**src/rtl/led_seg_scan.sv**
```systemverilog
// Multiplexed 4-digit common-anode hex display driver with per-frame value capture.
// Optional leading-zero blanking is enabled by defining LED_SEG_LZB_EN.
module led_seg_scan #(
    parameter int DIV_CNT = 50000,
    parameter int GAP_CNT = 16,
    parameter int CNT_W   = 17
) (
    input  logic        clk,
    input  logic        resetn,
    input  logic [15:0] led_in,
    input  logic        disp_en,
    output logic [7:0]  seg_n,
    output logic [3:0]  an_n,
    output logic        frame_done
);

    typedef enum logic [1:0] {
        IDLE = 2'd0,
        SHOW = 2'd1,
        GAP  = 2'd2
    } state_t;

    localparam logic [CNT_W-1:0] DIV_LAST = CNT_W'(DIV_CNT - 1);
    localparam logic [CNT_W-1:0] GAP_LAST = CNT_W'((GAP_CNT > 0) ? GAP_CNT - 1 : 0);

    state_t           state, nxt_state;
    logic [1:0]       digit, nxt_digit;
    logic [CNT_W-1:0] cnt, nxt_cnt;
    logic [15:0]      shadow, nxt_shadow;
    logic             chg, nxt_chg;
    logic             advance;
    logic             nxt_frame_done;
    logic [7:0]       nxt_seg_n;
    logic [3:0]       nxt_an_n;
    logic [3:0]       nib;
    logic             lzb_blank;

    // Active-low {g,f,e,d,c,b,a}
    function automatic logic [6:0] hex7(input logic [3:0] n);
        logic [6:0] code;
        case (n)
            4'h0: code = 7'h40;
            4'h1: code = 7'h79;
            4'h2: code = 7'h24;
            4'h3: code = 7'h30;
            4'h4: code = 7'h19;
            4'h5: code = 7'h12;
            4'h6: code = 7'h02;
            4'h7: code = 7'h78;
            4'h8: code = 7'h00;
            4'h9: code = 7'h10;
            4'hA: code = 7'h08;
            4'hB: code = 7'h03;
            4'hC: code = 7'h46;
            4'hD: code = 7'h21;
            4'hE: code = 7'h06;
            default: code = 7'h0E;
        endcase
        return code;
    endfunction

    always_ff @(posedge clk or negedge resetn) begin
        if (!resetn) begin
            state      <= IDLE;
            digit      <= 2'd0;
            cnt        <= '0;
            shadow     <= 16'h0;
            chg        <= 1'b0;
            seg_n      <= 8'hFF;
            an_n       <= 4'hF;
            frame_done <= 1'b0;
        end else begin
            state      <= nxt_state;
            digit      <= nxt_digit;
            cnt        <= nxt_cnt;
            shadow     <= nxt_shadow;
            chg        <= nxt_chg;
            seg_n      <= nxt_seg_n;
            an_n       <= nxt_an_n;
            frame_done <= nxt_frame_done;
        end
    end

    always_comb begin
        nxt_state      = state;
        nxt_digit      = digit;
        nxt_cnt        = cnt;
        nxt_shadow     = shadow;
        nxt_chg        = chg;
        nxt_frame_done = 1'b0;
        advance        = 1'b0;

        if (!disp_en) begin
            nxt_state = IDLE;
            nxt_digit = 2'd0;
            nxt_cnt   = '0;
        end else begin
            case (state)
                IDLE: begin
                    nxt_shadow = led_in;
                    nxt_chg    = 1'b0;
                    nxt_digit  = 2'd0;
                    nxt_cnt    = '0;
                    nxt_state  = SHOW;
                end
                SHOW: begin
                    if (cnt == DIV_LAST) begin
                        nxt_cnt = '0;
                        if (GAP_CNT == 0) advance = 1'b1;
                        else nxt_state = GAP;
                    end else begin
                        nxt_cnt = cnt + CNT_W'(1);
                    end
                end
                GAP: begin
                    if (cnt == GAP_LAST) begin
                        nxt_cnt = '0;
                        advance = 1'b1;
                    end else begin
                        nxt_cnt = cnt + CNT_W'(1);
                    end
                end
                default: begin
                    nxt_state = IDLE;
                    nxt_digit = 2'd0;
                    nxt_cnt   = '0;
                end
            endcase

            // Frame boundary is the only point where a new value is captured
            if (advance) begin
                nxt_state = SHOW;
                if (digit != 2'd3) begin
                    nxt_digit = digit + 2'd1;
                end else begin
                    nxt_digit      = 2'd0;
                    nxt_shadow     = led_in;
                    nxt_chg        = (led_in != shadow);
                    nxt_frame_done = 1'b1;
                end
            end
        end

        nib = nxt_shadow[{nxt_digit, 2'b00} +: 4];
`ifdef LED_SEG_LZB_EN
        lzb_blank = (nxt_digit != 2'd0) && ((nxt_shadow >> {nxt_digit, 2'b00}) == 16'h0);
`else
        lzb_blank = 1'b0;
`endif

        nxt_seg_n = 8'hFF;
        nxt_an_n  = 4'hF;
        if (nxt_state == SHOW) begin
            nxt_an_n = ~(4'b0001 << nxt_digit);
            if (!lzb_blank) begin
                nxt_seg_n = {~((nxt_digit == 2'd0) && nxt_chg), hex7(nib)};
            end
        end
    end

endmodule
```
**config.mk**
```make
export PLATFORM = sky130hd
export DESIGN_NAME = led_seg_scan
export DESIGN_NICKNAME = d
export VERILOG_FILES = /design/src/rtl/led_seg_scan.sv
export SDC_FILE = /design/constraint.sdc
export NUM_CORES = 1
export LEC_CHECK = 0
export BUFFER_PORTS_ARGS = -buffer_cell sky130_fd_sc_hd__buf_2
export CAP_MARGIN = 10
export CELL_PAD_IN_SITES_DETAIL_PLACEMENT = 1
export CELL_PAD_IN_SITES_GLOBAL_PLACEMENT = 1
export CORE_ASPECT_RATIO = 0.7
export CORE_MARGIN = 2
export CORE_UTILIZATION = 44
export CTS_BUF_LIST = sky130_fd_sc_hd__clkbuf_8
export DETAILED_ROUTE_END_ITERATION = 16
export PLACE_DENSITY = 0.86
export SLEW_MARGIN = 20
export SYNTH_ARGS = -nofsm -noshare
export SYNTH_HDL_FRONTEND = slang
export SYNTH_SLANG_ARGS = --single-unit
```
**constraint.sdc**
```tcl
create_clock -name clk -period 3.5 [get_ports clk]
set_clock_uncertainty 0.1 [all_clocks]
set_input_delay 0.35 -clock clk [delete_from_list [all_inputs] [get_ports clk]]
set_output_delay 0.35 -clock clk [all_outputs]
set_load 0.005 [all_outputs]
```
==> impl_metrics.csv <==
group,metric,value,unit
run_status,outcome,"complete, but fails checks",
run_status,failed_checks,"negative setup slack",
final_layout,final_common_cell,"dfrtp_1",
die,initial_core_util,45.29,%
detailed_routing,first_iter_violations,67,
final_layout,finish.instance_area,3381,µm²
critical_path,critPathCaptureType,"flip-flop",
final_layout,stdcell_count,378,
yosys,synth-seq-area-share,46.09,%
die,coreArea,6186,µm²
final_layout,finalNetCount,330,
timing,final-setup-viol-count,1,
detailed_routing,ant_nets,0,
die,fp-row-count,24,
power_and_ir_drop,p_per_area,409.0,nW/µm²
clock_tree,root_buffer,"clkbuf_8",
critical_path,cp.depth,12,
job,max-cap-violations,0,
timing,worst_slew_pin_slew,810.6,ps
critical_path,cp_slowest_stage_delay,550,ps
yosys,avgSynthCellArea,11.34,µm²
die,die_height,70.76,µm
timing,setup_slack,-12.79,ps
yosys,synthCells,247,
power_and_ir_drop,ir_worst_vdd,264.4,µV
die,die_w,99.37,µm
critical_path,r2r_setup_slack,-10,ps
critical_path,cpMaxStageDelayCell,"or4_4",
min_path,worst_hold_path_type,"input pin to async pin",
grt,grt_max_degree,36,
critical_path,crit_buf_inv,3,
timing,timing_hold_violations_final,0,
clock_tree,max-clock-path-buffers,2,
die,dieArea,7031,µm²
critical_path,cp.arrival,3670,ps
critical_path,worst_path_dominant_cell_family,"multiplexers",
grt,grtUsageTotal,20.13,%
clock_tree,clk_latency,320,ps
critical_path,path_max_fanout,5,
yosys,synth-edff-count,0,
timing,timing.slew.headroom,45.96,%
timing,fin_crit,3513,ps
yosys,synthDistinctLibCells,44,
place,dp.cells,359,
final_layout,layout-drive-gt1-share,39.33,%
final_layout,syn_to_final_growth,20.68,%
critical_path,cp_common_cell,"mux2_2",
grt,grt_pass1_vias,2143,
detailed_routing,dr.pass1.iters,4,
place,port_buffers,31,
clock_tree,cts_sinks,51,
yosys,synth_flop_cell,"dfrtp_1",
grt,grt_pass1_wl,11020,µm
final_layout,diodes,0,
place,placed_cell_area,3099,µm²
timing,max_freq,284.7,MHz
grt,overflow,0,
clock_tree,cts_tree,"built",
clock_tree,holdBufCountCts,0,
yosys,synth_fp_nets,278,
critical_path,path_cells,"or4_4 -> nor3_4 -> a32oi_4 -> buf_4 -> mux2_2 -> mux2_2 -> mux2i_4 -> buf_6 -> ha_4 -> inv_2 -> mux4_2 -> nand2b_4",
grt,antenna_found_initial,0,
final_layout,final_cell_mix,"dfrtp_1, buf_2, nor2_1, xnor2_1, buf_4",
clock_tree,clkTransAtPathRegs,100,ps
yosys,yosysWarnings,0,
critical_path,cp.required,3660,ps
timing,setup-tns-final,-12.79,ps
clock_tree,cts_made_buffers,5,
timing,drv_slew,0,
critical_path,path_class,"flip-flop to flip-flop",
timing,rsz0062_at_grt,"true",
detailed_routing,drt_wl_total,7422,µm
yosys,netlist_area,2801,µm²
die,io_pins,32,
place,globalplace.congestion,0.7608,
detailed_routing,drt-vias-per-instance,5.426,
clock_tree,ctsHtreeMaxLevel,2,
critical_path,start_kind,"flip-flop",
critical_path,rr_worst_depth,12,
detailed_routing,num_vias,2051,
timing,timing.final.crit_share,100.4,%
place,place_hpwl,4780,µm
detailed_routing,route.detailed.drc,0,
yosys,async_flop_share,100.0,%
detailed_routing,avgRoutedWirePerCell,19.63,µm
yosys,synth-seq-cells,51,
power_and_ir_drop,leakage,0.001461,µW
cells in the mapped netlist, types with 2 or more instances:
| cell | instances | share of area, % |
|---|---|---|
| nor2b_1 | 2 | 0.45 |
| xnor2_1 | 23 | 7.2 |
| nand2b_1 | 2 | 0.45 |
| nand2_1 | 10 | 1.3 |
| and3_2 | 3 | 0.80 |
| buf_2 | 3 | 0.54 |
| nor4_1 | 3 | 0.67 |
| dfstp_2 | 12 | 11 |
| xor2_1 | 9 | 2.8 |
| clkbuf_1 | 3 | 0.40 |
| nor3b_1 | 2 | 0.54 |
| o221ai_1 | 4 | 1.3 |
| a21oi_1 | 4 | 0.71 |
| inv_1 | 12 | 1.6 |
| o21ai_0 | 4 | 0.71 |
| nand3_1 | 15 | 2.7 |
| and2_1 | 2 | 0.45 |
| nand4_1 | 6 | 1.3 |
| dfrtp_1 | 39 | 35 |
| mux2_2 | 21 | 8.4 |
| ha_1 | 12 | 5.4 |
| nor2_1 | 23 | 3.1 |
| and3_1 | 5 | 1.1 |
| mux2i_1 | 7 | 2.5 |
| buf_6 | 2 | 0.80 |
through the flow:
| stage | hold slack [ps] | total power (µW) | util, % | worst slack (ps) |
|---|---|---|---|---|
| final | 24.23 | 1383 | 54.65 | -12.79 |
| after detailed placement | 366.2 | 963.6 | 50.10 | -89.41 |
| after floorplan | -45.59 | 873.7 | - | 5.190 |
| after CTS | 41.82 | 1335 | 52.14 | 3.139 |
| after global routing | 81.88 | 1449 | 54.65 | -109.5 |
| after global placement | 343.6 | 950.0 | 50.10 | 70.23 |
routing by layer:
layer	part of all wire (%)	vias up	track usage, %
li1	-	952	-
met1	45	1047	27.78
met2	49	44	32.88
met3	4.3	8	4.348
met4	1.5	0	4.718
met5	0	-	0
worst reg2reg max path, cell delays in order, from the launching register on:
cell and delay, ps:
dfrtp_1 420, or4_4 550, nor3_4 320, a32oi_4 200, buf_4 180, mux2_2 290
mux2_2 300, mux2i_4 190, buf_6 150, ha_4 130, inv_2 40, mux4_2 450
nand2b_4 160
sequential cells by signal (all words and copies together) (netlist names):
name and count:
shadow 16, an_n 4, cnt 17, seg_n 8, chg 1, digit 2
frame_done 1, state 2
path summary, 6_finish.rpt:
kind / to / from
max reg2reg: seg_n[3] / cnt[9]
max in group asynchronous: an_n[3] / resetn
min reg2reg: cnt[0] / cnt[0]
max: seg_n[3] / cnt[9]
min: shadow[6] / resetn
min in group clk: shadow[12] / led_in[12]
logic make-up (layout without fill, tap and decap cells):
group	after synthesis	count (layout)	synth area share, %
compound gates	18	18	5.539
flops	51	51	46.09
buf+inv	21	74	3.528
fa+ha+maj	12	12	5.359
mux	33	33	13.98
simple gates	80	80	15.50
xor+xnor	32	32	10.00
power by group:
group	internal, µW	switching (µW)
clock network	162	205
logic	173	168
registers	645	29.7
total	980	402
repair_timing:
item	in CTS	in global routing
pin swaps	1	3
resized for setup	0	15
setup buffers	2	8
endpoints found under the setup margin	1	2
gates cloned	0	1
final cells by class:
class,instances,area [µm²]
clock buffers,6,82.58
well taps,78,97.59
inverters,13,50.05
clock inverters,2,16.27
multi-input cells,175,1485
flip-flops and latches,51,1291
repair buffers,53,357.8
fillers,673,2805
Note: power is estimated with default switching activity, not from simulation.
